===== src/rtl/jpeg_pkg.sv =====
// Shared JPEG decode constants: table geometry, zigzag-to-natural index map and
// the saturating coefficient * quant multiply used by the dequantiser.
package jpeg_pkg;

    localparam int COEF_W      = 16;
    localparam int DQT_QUANT_W = 8;
    localparam int DQT_TABLES  = 4;
    localparam int PROD_W      = COEF_W + DQT_QUANT_W + 1;

    localparam logic signed [PROD_W-1:0] SAT_HI = PROD_W'((1 <<< (COEF_W - 1)) - 1);
    localparam logic signed [PROD_W-1:0] SAT_LO = -SAT_HI - PROD_W'(1);

    localparam logic [5:0] ZZ2NAT [64] = '{
        6'd0,  6'd1,  6'd8,  6'd16, 6'd9,  6'd2,  6'd3,  6'd10,
        6'd17, 6'd24, 6'd32, 6'd25, 6'd18, 6'd11, 6'd4,  6'd5,
        6'd12, 6'd19, 6'd26, 6'd33, 6'd40, 6'd48, 6'd41, 6'd34,
        6'd27, 6'd20, 6'd13, 6'd6,  6'd7,  6'd14, 6'd21, 6'd28,
        6'd35, 6'd42, 6'd49, 6'd56, 6'd57, 6'd50, 6'd43, 6'd36,
        6'd29, 6'd22, 6'd15, 6'd23, 6'd30, 6'd37, 6'd44, 6'd51,
        6'd58, 6'd59, 6'd52, 6'd45, 6'd38, 6'd31, 6'd39, 6'd46,
        6'd53, 6'd60, 6'd61, 6'd54, 6'd47, 6'd55, 6'd62, 6'd63
    };

    function automatic logic [5:0] zz2nat(input logic [5:0] zz);
        return ZZ2NAT[zz];
    endfunction

    // Quant entries are unsigned, so zero-extend before the signed multiply.
    function automatic logic [COEF_W-1:0] sat_mul(input logic signed [COEF_W-1:0] coef,
                                                  input logic [DQT_QUANT_W-1:0]   q);
        logic signed [PROD_W-1:0] p;
        p = PROD_W'(coef) * $signed(PROD_W'(q));
        if (p > SAT_HI)
            return {1'b0, {(COEF_W-1){1'b1}}};
        else if (p < SAT_LO)
            return {1'b1, {(COEF_W-1){1'b0}}};
        else
            return p[COEF_W-1:0];
    endfunction

endpackage


===== src/rtl/jpeg_dequant_qtable_ram.sv =====
// Quant table storage: one write port, one registered read port with enable.
// A read colliding with a write to the same address returns the old entry.
module jpeg_dequant_qtable_ram
    import jpeg_pkg::*;
#(
    parameter int QUANT_W = DQT_QUANT_W,
    parameter int ADDR_W  = 8
) (
    input  logic               clk_i,
    input  logic               we,
    input  logic [ADDR_W-1:0]  waddr,
    input  logic [QUANT_W-1:0] wdata,
    input  logic               re,
    input  logic [ADDR_W-1:0]  raddr,
    output logic [QUANT_W-1:0] rdata
);

    logic [QUANT_W-1:0] mem [2**ADDR_W];

    always_ff @(posedge clk_i) begin
        if (we)
            mem[waddr] <= wdata;
        if (re)
            rdata <= mem[raddr];
    end

endmodule


===== src/rtl/jpeg_dequant.sv =====
// Two-stage dequantiser: S1 captures the beat and reads its quant entry,
// S2 holds the saturated product, natural-order index and EOB.
module jpeg_dequant
    import jpeg_pkg::*;
#(
    parameter int DATA_W     = COEF_W,
    parameter int QUANT_W    = DQT_QUANT_W,
    parameter int NUM_TABLES = DQT_TABLES
) (
    input  logic                          clk_i,
    input  logic                          rst_i,
    input  logic                          img_start_i,
    input  logic                          cfg_dqt_valid_i,
    input  logic [$clog2(NUM_TABLES)-1:0] cfg_dqt_table_i,
    input  logic [5:0]                    cfg_dqt_idx_i,
    input  logic [QUANT_W-1:0]            cfg_dqt_data_i,
    input  logic                          inport_valid_i,
    input  logic signed [DATA_W-1:0]      inport_data_i,
    input  logic [5:0]                    inport_idx_i,
    input  logic [$clog2(NUM_TABLES)-1:0] inport_qtable_i,
    input  logic                          inport_eob_i,
    output logic                          inport_accept_o,
    output logic                          outport_valid_o,
    output logic signed [DATA_W-1:0]      outport_data_o,
    output logic [5:0]                    outport_idx_o,
    output logic                          outport_eob_o,
    input  logic                          outport_accept_i
);

    localparam int TSEL_W = $clog2(NUM_TABLES);
    localparam int ADDR_W = TSEL_W + 6;

    logic [2:1]               vld_pipe;
    logic                     adv1, adv2, take;
    logic signed [DATA_W-1:0] s1_data, s2_data;
    logic [5:0]               s1_idx, s2_idx;
    logic                     s1_eob, s2_eob;
    logic [QUANT_W-1:0]       q_rdata;

    assign adv2            = ~vld_pipe[2] | outport_accept_i;
    assign adv1            = ~vld_pipe[1] | adv2;
    assign inport_accept_o = adv1 & ~img_start_i;
    assign take            = inport_valid_i & inport_accept_o;

    // Read is enabled by adv1 so a stalled S1 keeps the entry it already fetched.
    jpeg_dequant_qtable_ram #(
        .QUANT_W (QUANT_W),
        .ADDR_W  (ADDR_W)
    ) u_qtable (
        .clk_i (clk_i),
        .we    (cfg_dqt_valid_i),
        .waddr ({cfg_dqt_table_i, cfg_dqt_idx_i}),
        .wdata (cfg_dqt_data_i),
        .re    (adv1),
        .raddr ({inport_qtable_i, inport_idx_i}),
        .rdata (q_rdata)
    );

    always_ff @(posedge clk_i or negedge rst_i) begin
        if (!rst_i) begin
            vld_pipe <= '0;
            s1_data  <= '0;
            s1_idx   <= '0;
            s1_eob   <= 1'b0;
            s2_data  <= '0;
            s2_idx   <= '0;
            s2_eob   <= 1'b0;
        end else if (img_start_i) begin
            vld_pipe <= '0;
            s2_eob   <= 1'b0;
        end else begin
            if (adv1) begin
                vld_pipe[1] <= take;
                s1_data     <= inport_data_i;
                s1_idx      <= inport_idx_i;
                s1_eob      <= inport_eob_i;
            end
            if (adv2) begin
                vld_pipe[2] <= vld_pipe[1];
                s2_eob      <= vld_pipe[1] & s1_eob;
                if (vld_pipe[1]) begin
                    s2_data <= sat_mul(s1_data, q_rdata);
                    s2_idx  <= zz2nat(s1_idx);
                end
            end
        end
    end

    assign outport_valid_o = vld_pipe[2];
    assign outport_data_o  = s2_data;
    assign outport_idx_o   = s2_idx;
    assign outport_eob_o   = s2_eob;

endmodule


===== config.mk =====
export PLATFORM = sky130hd
export DESIGN_NAME = jpeg_dequant
export DESIGN_NICKNAME = d
export VERILOG_FILES = /design/src/rtl/jpeg_pkg.sv /design/src/rtl/jpeg_dequant_qtable_ram.sv /design/src/rtl/jpeg_dequant.sv
export SDC_FILE = /design/constraint.sdc
export NUM_CORES = 2
export LEC_CHECK = 0
export CAP_MARGIN = 20
export CORE_MARGIN = 5
export CORE_UTILIZATION = 44
export CTS_CLUSTER_SIZE = 16
export DETAILED_ROUTE_END_ITERATION = 10
export HOLD_SLACK_MARGIN = 0.08
export SYNTH_ARGS = -nofsm -noshare
export SYNTH_HDL_FRONTEND = slang
export SYNTH_SLANG_ARGS = --single-unit

===== constraint.sdc =====
create_clock -name clk_i -period 8 [get_ports clk_i]
set_input_delay 1.6 -clock clk_i [delete_from_list [all_inputs] [get_ports clk_i]]
set_output_delay 1.6 -clock clk_i [all_outputs]
set_load 0.05 [all_outputs]

==> results.txt <==
Post-Route WL = 201000 µm
crit end category = register
endpoints failing setup = 0
Slew @ Worst Pin = 1.24 ns
via count = 40231
Placeable Area = 195000 µm²
CTS tree = built
top cells by area, synth = edfxtp_1, mux4_2, fa_1, dfrtp_1, nor2_1
post-place instance area = 90100 µm²
CTS root buffer = clkbuf_16
Static Leak = 30.6 nW
RSZ-0062 raised after global routing = no
GRT Overall Usage = 19.7%
Worst-Skew Late Latency = 0.84 ns
worst vdd ir = 0.376 mV
post-route ant nets = 0
worst-path fanout max = 16
design area = 96800 µm²
Die Height = 453 µm
cts repair resizes = 0
CP Launch Type = register
Setup CP Type = reg -> reg
pin count of the biggest net entering global routing = 174
setup TNS = 0 ns
Yosys top cell area share = 71.5%
Largest stage delay, worst path = 0.87 ns
Avg Inst Size Synth = 21.3 µm²
unique cell type count in the Yosys netlist = 55
maxcap violations = 0
# Post-CTS Setup Buffers = 0
WP data arrival = 7.27 ns
final period utilization = 82.9%
skew final = 0.0418 ns
critical path's slowest cell = a21oi_1
via/cell ratio = 5.76
Achievable Freq = 151 MHz
Power, Total = 28.1 mW
WL/cell = 28.7 µm
clk buf depth = 3
hold buffer count at CTS = 0
sequential cell area fraction in the yosys report = 72.9%
synth-to-layout area growth = 12.1%
Starting DRT DRC Count = 4411
share of layout cells above drive strength 1 = 24.7%
Hold Crit Class = reg -> reg
gpl congestion = 0.796
CP Buf/Inv Count = 3
post-synth top area cell = edfxtp_1
IO Pins = 72
Clock Sinks = 2104
DRC = 0
clock slew at reported path FFs = 0.06 ns
post-detail-place hpwl = 121000 µm
Post-synth EDFFs = 2056
dominant synthesized flop cell = edfxtp_1
max-slew violations = 0
Synth Register Bits = 2104
synthesized area = 86300 µm²
Final Hold Fails = 0
initial antenna violation count = 14
vias in the first global route = 41289
Mapped Cells = 4059
Post-synth ARST share = 2.28%
port buffer count = 71
WP data required = 8.63 ns
most used cell along the critical path = fa_1
first-pass GRT wire length = 294000 µm
GRT overflow = 0
Tmin final = 6.63 ns
Synth warnings = 0
Slew headroom = 17.1%
worst-path cell chain = nand2_1, fa_1, fa_1, inv_1, fa_1, inv_1, fa_1, inv_1, ha_1, nand4_1, a2111oi_0, o21ai_0, a21oi_1, a311oi_1, xnor2_1, and2_1, a21oi_1, o22ai_1
die width = 453 µm
First-pass DRT Iterations = 5
Largest delay share family, worst path = adder cells
syn nets = 4271
Final nets = 4398
status = completed
# rows = 162
reg-to-reg setup timing slack = 1.37 ns
Initial Utilization = 44.3%
H-Tree Depth = 4
full die area = 205000 µm²
PwrDens = 290 nW/µm²
TritonCTS buffer count = 212
state kept, by name, indices dropped and copies added, names as in the netlist:
register,flops
u_qtable.mem,2048
outport_data_o,16
s1_data,16
u_qtable.rdata,8
outport_idx_o,6
s1_idx,6
vld_pipe,2
outport_eob_o,1
s1_eob,1
through the flow:
| stage | cells | setup WS (ns) | util [%] | hold WS, ns |
|---|---|---|---|---|
| final | 6990 | 1.37 | 49.6 | 0.483 |
| after CTS | 6983 | 1.40 | 49.6 | 0.489 |
| after floorplan | 4059 | 2.44 | - | 0.481 |
| after detailed placement | 6595 | 1.42 | 46.2 | 0.476 |
| after global routing | 6985 | 0.973 | 49.6 | 0.531 |
| after global placement | 6595 | 1.58 | 46.2 | 0.473 |
logic make-up (layout without fill, tap and decap cells):
group | count (synthesis) | count (layout) | synth area share, %
AND/OR/NAND/NOR | 554 | 554 | 2.81
XOR/XNOR | 21 | 21 | 0.213
buffers and inverters | 375 | 676 | 1.73
adder cells (fa/ha/maj) | 165 | 165 | 3.28
AO/OA/AOI/OAI | 133 | 133 | 0.932
other | 0 | 6 | 0
flip-flops | 2104 | 2104 | 72.9
multiplexers | 707 | 707 | 18.1
path summary, 6_finish.rpt:
path,startpoint,to,cells past startpoint
worst min register to register,outport_idx_o[1]$_DFFE_PN0P_,outport_idx_o[1]$_DFFE_PN0P_,2
max in group asynchronous,rst_i,s1_idx[3]$_DFFE_PN0P_,2
worst max register to register,u_qtable.rdata[0]$_DFFE_PN_,outport_data_o[10]$_DFFE_PN0P_,18
worst min-delay path,outport_idx_o[1]$_DFFE_PN0P_,outport_idx_o[1]$_DFFE_PN0P_,2
worst max-delay path,u_qtable.rdata[0]$_DFFE_PN_,outport_data_o[10]$_DFFE_PN0P_,18
min in group asynchronous,rst_i,s1_data[2]$_DFFE_PN0P_,2
cell usage after synthesis (4+ instances only):
cell,count
nand3_1,12
nor3_1,7
buf_4,7
mux4_2,683
mux2_2,21
nand2_1,126
and2_1,76
dfrtp_1,48
clkbuf_1,141
nor2_1,292
nor2b_1,13
xnor2_1,12
buf_2,48
xor2_1,9
and3_1,4
nand4_1,4
ha_1,63
a211oi_1,8
edfxtp_1,2056
buf_1,22
o21ai_0,35
fa_1,102
a21oi_1,40
nand2b_1,7
inv_1,157
o22ai_1,17
o31ai_1,5
routing by layer:
layer  part of all wire, %  up-vias  global-route usage (%)
li1                      -    16828                       -
met1                    42    21847                    28.3
met2                    50     1317                    32.1
met3                   6.4      237                    3.23
met4                   1.8        2                    4.22
met5                0.0065        -                       0
layout by cell type (no fill, tap or decap), types with 4 or more instances in the layout:
| cell type | synthesis | routed |
|---|---|---|
| clkbuf_16 | 0 | 214 |
| clkinv_1 | 0 | 49 |
| nor2_1 | 292 | 292 |
| ha_1 | 63 | 63 |
| xnor2_1 | 12 | 12 |
| inv_1 | 157 | 157 |
| nand3_1 | 12 | 12 |
| buf_8 | 0 | 11 |
| buf_12 | 0 | 17 |
| nor2b_1 | 13 | 13 |
| o22ai_1 | 17 | 17 |
| and2_1 | 76 | 76 |
| clkinv_2 | 0 | 44 |
| mux4_2 | 683 | 683 |
| clkdlybuf4s50_1 | 0 | 56 |
| nand2_1 | 126 | 126 |
| buf_4 | 7 | 43 |
| nor3_1 | 7 | 7 |
| xor2_1 | 9 | 9 |
| clkbuf_1 | 141 | 45 |
| a21oi_1 | 40 | 39 |
| nand2b_1 | 7 | 7 |
| nand4_1 | 4 | 4 |
| o21ai_0 | 35 | 35 |
| inv_6 | 0 | 7 |
| edfxtp_1 | 2056 | 2056 |
| diode_2 | 0 | 6 |
| o31ai_1 | 5 | 5 |
| dfrtp_1 | 48 | 48 |
| and3_1 | 4 | 4 |
| mux2_2 | 21 | 21 |
| bufinv_16 | 0 | 13 |
| a211oi_1 | 8 | 8 |
| fa_1 | 102 | 102 |
worst register-to-register path, stage by stage (launching register included):
cell and delay (ns):
edfxtp_1 0.77, nand2_1 0.25, fa_1 0.65, fa_1 0.54, inv_1 0.06, fa_1 0.54, inv_1 0.05, fa_1 0.49
inv_1 0.05, ha_1 0.33, nand4_1 0.20, a2111oi_0 0.38, o21ai_0 0.21, a21oi_1 0.29, a311oi_1 0.15, xnor2_1 0.19
and2_1 0.23, a21oi_1 0.87, o22ai_1 0.22
layout make-up:
type	instances	area [µm²]
Antenna cell	6	15.0
Clock buffer	260	5540
Clock inverter	128	1080
Fill cell	15630	98200
Inverter	157	589
Multi-Input combinational cell	1580	21900
Sequential cell	2104	62900
Tap cell	2624	3280
Timing Repair Buffer	131	1440
where the power goes:
group          leakage, nW  internal (mW)  switching, mW  total, mW
sequential            19.1           12.2          0.124       12.3
clock                 3.25           5.34           4.18       9.52
combinational         8.30           2.46           3.76       6.22
Power figures use the tool's default switching activity.
